[config.mk]
export PLATFORM = sky130hd
export DESIGN_NAME = a2d_spi_resp
export DESIGN_NICKNAME = d
export VERILOG_FILES = /design/src/rtl/a2d_spi_resp.sv
export SDC_FILE = /design/constraint.sdc
export NUM_CORES = 1
export LEC_CHECK = 0
export ABC_AREA = 0
export CAP_MARGIN = 30
export CELL_PAD_IN_SITES_DETAIL_PLACEMENT = 1
export CELL_PAD_IN_SITES_GLOBAL_PLACEMENT = 2
export CORE_UTILIZATION = 28
export DETAILED_ROUTE_END_ITERATION = 8
export GPL_ROUTABILITY_DRIVEN = 1
export GPL_TIMING_DRIVEN = 0
export PLACE_DENSITY = 0.84
export SLEW_MARGIN = 20
export SYNTH_ARGS = -nofsm -noshare
export SYNTH_HDL_FRONTEND = slang
export SYNTH_SLANG_ARGS = --single-unit
export TNS_END_PERCENT = 100
[constraint.sdc]
create_clock -name clk -period 3.1 [get_ports clk]
set_input_delay 0.31 -clock clk [delete_from_list [all_inputs] [get_ports clk]]
set_output_delay 0.31 -clock clk [all_outputs]
set_load 0.1 [all_outputs]
[src/rtl/a2d_spi_resp.sv]
`timescale 1ns/1ps
// SPI responder for the 16-bit A2D protocol: decodes the channel from each command
// frame and returns that channel's 12-bit sample in the following frame.
module a2d_spi_resp (
    input  logic        clk,
    input  logic        rst_n,
    input  logic        SS_n,
    input  logic        SCLK,
    input  logic        MOSI,
    output logic        MISO,
    input  logic [95:0] smpl,
    output logic        cmd_vld,
    output logic [2:0]  cmd_chnnl,
    output logic        frame_err
);

    typedef enum logic {IDLE, SHIFT} state_t;

    state_t      r_state;
    state_t      w_nextState;

    logic [2:0]  r_ssSync;
    logic [2:0]  r_sclkSync;
    logic [1:0]  r_mosiSync;
    logic [15:0] r_txShft;
    logic [15:0] r_rxShft;
    logic [4:0]  r_bitCnt;
    logic [2:0]  r_cmdChnnl;
    logic        r_cmdVld;
    logic        r_frameErr;

    logic        w_ssFall;
    logic        w_ssRise;
    logic        w_sclkRise;
    logic        w_sclkFall;
    logic        w_load;
    logic        w_sample;
    logic        w_shiftOut;
    logic        w_endOk;
    logic        w_endErr;
    logic [6:0]  w_selBase;
    logic [11:0] w_selSmpl;

    // Third stage of each synchronizer holds the previous value for edge detection
    always_ff @(posedge clk or negedge rst_n) begin
        if (!rst_n) begin
            r_ssSync   <= 3'b111;
            r_sclkSync <= 3'b111;
            r_mosiSync <= 2'b11;
        end else begin
            r_ssSync   <= {r_ssSync[1:0], SS_n};
            r_sclkSync <= {r_sclkSync[1:0], SCLK};
            r_mosiSync <= {r_mosiSync[0], MOSI};
        end
    end

    assign w_ssFall   =  r_ssSync[2]   & ~r_ssSync[1];
    assign w_ssRise   = ~r_ssSync[2]   &  r_ssSync[1];
    assign w_sclkRise = ~r_sclkSync[2] &  r_sclkSync[1];
    assign w_sclkFall =  r_sclkSync[2] & ~r_sclkSync[1];

    assign w_selBase  = {4'h0, r_cmdChnnl} * 7'd12;
    assign w_selSmpl  = smpl[w_selBase +: 12];

    always_ff @(posedge clk or negedge rst_n) begin
        if (!rst_n) begin
            r_state <= IDLE;
        end else begin
            r_state <= w_nextState;
        end
    end

    // Frame termination takes priority over any SCLK edge in the same cycle
    always_comb begin
        w_nextState = r_state;
        w_load      = 1'b0;
        w_sample    = 1'b0;
        w_shiftOut  = 1'b0;
        w_endOk     = 1'b0;
        w_endErr    = 1'b0;
        case (r_state)
            IDLE: begin
                if (w_ssFall) begin
                    w_nextState = SHIFT;
                    w_load      = 1'b1;
                end
            end
            SHIFT: begin
                if (w_ssRise) begin
                    w_nextState = IDLE;
                    if (r_bitCnt == 5'd16) begin
                        w_endOk = 1'b1;
                    end else begin
                        w_endErr = 1'b1;
                    end
                end else if (w_sclkRise) begin
                    w_sample = 1'b1;
                end else if (w_sclkFall && (r_bitCnt != 5'd0)) begin
                    w_shiftOut = 1'b1;
                end
            end
            default: begin
                w_nextState = IDLE;
            end
        endcase
    end

    // Leading SCLK fall of a frame does not shift, so bit 15 meets the first rise
    always_ff @(posedge clk or negedge rst_n) begin
        if (!rst_n) begin
            r_txShft   <= 16'h0000;
            r_rxShft   <= 16'h0000;
            r_bitCnt   <= 5'd0;
            r_cmdChnnl <= 3'd0;
            r_cmdVld   <= 1'b0;
            r_frameErr <= 1'b0;
        end else begin
            r_cmdVld   <= w_endOk;
            r_frameErr <= w_endErr;
            if (w_load) begin
                r_txShft <= {4'h0, w_selSmpl};
                r_bitCnt <= 5'd0;
            end
            if (w_sample) begin
                r_rxShft <= {r_rxShft[14:0], r_mosiSync[1]};
                if (r_bitCnt != 5'd31) begin
                    r_bitCnt <= r_bitCnt + 5'd1;
                end
            end
            if (w_shiftOut) begin
                r_txShft <= {r_txShft[14:0], 1'b0};
            end
            if (w_endOk) begin
                r_cmdChnnl <= r_rxShft[13:11];
            end
        end
    end

    assign MISO      = (r_state == SHIFT) & r_txShft[15];
    assign cmd_vld   = r_cmdVld;
    assign frame_err = r_frameErr;
    assign cmd_chnnl = r_cmdChnnl;

endmodule

==> results_dict.tcl <==
set metrics [dict create \
    status "completed" \
    cts.sinks 49 \
    cts_resized 0 \
    period_minus_slack_ns 2.46 \
    layout.nets 488 \
    dpl.cell_count 509 \
    slew_viol_final 0 \
    yosysWarnings 0 \
    nFillCells 1131 \
    drc_errors 0 \
    start_util 0.288 \
    tightest_slew_ns 0.978 \
    clk_pin_slew_ns 0.10 \
    relSlewSlack 0.346 \
    syn_nets 373 \
    drv_cap 0 \
    reg2reg_from "r_bitCnt[0]" \
    wirelength_um 8180 \
    post-synth-top-area-fraction 0.364 \
    grt_pass1_vias 2494 \
    fmax_mhz 406 \
    cts_tree "done" \
    cts_buffer_depth 2 \
    synth_commonest_cells "mux2i_1, dfrtp_1, nand2_1" \
    hold_ws_ns 0.360 \
    syn_area_um2 2820 \
    fin_worst_skew_ns 0.00862 \
    p_leak_nw 1.65 \
    grt_setup_unrepaired "no" \
    synth-seq-cells 49 \
    antenna_cells 0 \
    dr.pass1.iters 4 \
    htree_levels 2 \
    cts_root_buffer "clkbuf_8" \
    hold_viol_final 0 \
    synthTopCellsByArea "dfrtp_1, mux2i_1, dfstp_2" \
    grt_use_total 0.156 \
    drtIter0Drc 98 \
    syn2layout_area_growth_pct 47.9 \
    io_pins 107 \
    drive_above_1_share 0.132 \
    async_flop_share 1.00 \
    grt_pass1_wl_um 12600 \
    gp_congestion 0.739 \
    grt_max_degree 35 \
    antenna_found_initial 0 \
    die_y_um 102 \
    ys.flop_type "dfrtp_1" \
    ys_types 30 \
    finalSetupViolations 0 \
    netlist_instances 269 \
    vias 2443 \
    seq_area_frac_synth 0.439 \
    grt-ovfl-total 0 \
    arrival_ns 2.15 \
    cp_max_fo 6 \
    drtAntennaViolNets 0 \
    power.ir.vdd_worst_mv 0.279 \
    die_area_um2 10500 \
    placed_area_um2 4060 \
    route.detailed.wl_per_inst_um 15.8 \
    cts_hold_buf 1 \
    end_kind "output port" \
    portBuffers 106 \
    routed_via_density 4.72 \
    yosysMostFrequentCell "mux2i_1" \
    finalCritPeriodShare 0.794 \
    synth_top_area_cell "dfrtp_1" \
    worstSetupStartpoint "r_state" \
    hold_start "r_sclkSync[0]" \
    grtUsageMet2 0.271 \
    core_region_area_um2 9770 \
    synth_edf_count 0 \
    p_total_mw 1.67 \
    grt_use_met1 0.201 \
    setup_tns_ns 0 \
    final_cell_area_um2 4170 \
    numCtsBuffers 5 \
    die_w_um 102 \
    clk_latency_ns 0.31 \
    rows 36 \
    instances_no_fill 518 \
    required_ns 2.79 \
    postCtsSetupBuffers 0 \
    grt.met3_usage 0.0321 \
    crit_type "reg2out" \
    min-delay-path-class "reg2reg" \
    top_usage_layer "met2" \
    avgSynthCellArea_um2 10.5 \
    p_per_area_nw_per_um2 401 \
    hpwl_um 6660 \
    cp-start-kind "flop" \
]
[worst paths after layout]
check	endpoint	slack, ns	depth (start not counted)
worst max-delay path	MISO	0.64	2
worst min-delay path	r_sclkSync[1]	0.36	0
worst max register to register	r_txShft[7]	1.08	7
worst min register to register	r_sclkSync[1]	0.36	0
max in group asynchronous	r_mosiSync[0]	2.06	3
min in group asynchronous	r_txShft[4]	0.45	2
[power by group]
group / total [mW] / internal (mW) / leakage [nW] / switching, mW
logic: 0.412 / 0.254 / 0.979 / 0.158
clock network: 0.398 / 0.169 / 0.0506 / 0.229
registers: 0.860 / 0.775 / 0.623 / 0.0852
[worst max-delay path: stages (launching register included)]
cell and delay [ns]:
dfrtp_1 0.50, and2_2 0.21, clkdlybuf4s50_1 1.14
[sequential cells by signal (all words and copies together) (netlist names)]
register and count:
cmd_chnnl 3, cmd_vld 1, frame_err 1, r_state 1, r_bitCnt 5, r_mosiSync 2, r_ssSync 3, r_sclkSync 3
r_rxShft 14, r_txShft 16
[metrics by stage]
stage | worst slack [ns] | util
3_5_place_dp | 0.980 | 0.415
5_1_grt | 0.538 | 0.426
3_3_place_gp | 0.339 | 0.414
2_1_floorplan | 0.943 | -
6_report | 0.638 | 0.426
4_1_cts | 0.619 | 0.426
[kinds of logic after synthesis]
logic type,synth area share
and+or+nand+nor,0.170
DFF,0.439
AOI/OAI and AO/OA,0.0746
adders and majority gates,0.0133
muxes,0.263
buffers and inverters,0.0409
[area by class of cell]
cell class	instances	area (um^2)	share of cell area
Multi-Input combinational cell	199	1470	0.352
Sequential cell	49	1240	0.297
Timing Repair Buffer	108	1090	0.261
Tap cell	133	166	0.0399
Buffer	18	104	0.0249
Clock buffer	5	68.8	0.0165
Clock inverter	3	28.8	0.00691
Inverter	3	11.3	0.00270
[layout by cell type (no fill, tap or decap), drive strengths merged, types with 4 or more instances in the layout]
master	netlist	final
clkdlybuf4s50	0	105
mux2i	51	51
dfrtp	41	41
nand2	40	40
nand3	39	39
mux2	17	17
a22oi	13	13
clkbuf	8	13
buf	10	12
a21oi	11	11
dfstp	8	8
nor2b	5	5
inv	3	5
o21ai	4	4
[layer usage]
layer / share of wire / wire [um]
met5: 0 / 0
met3: 0.073 / 601
met4: 0.0079 / 65
met1: 0.45 / 3650
met2: 0.47 / 3870
Note: power is estimated with default switching activity, not from simulation.
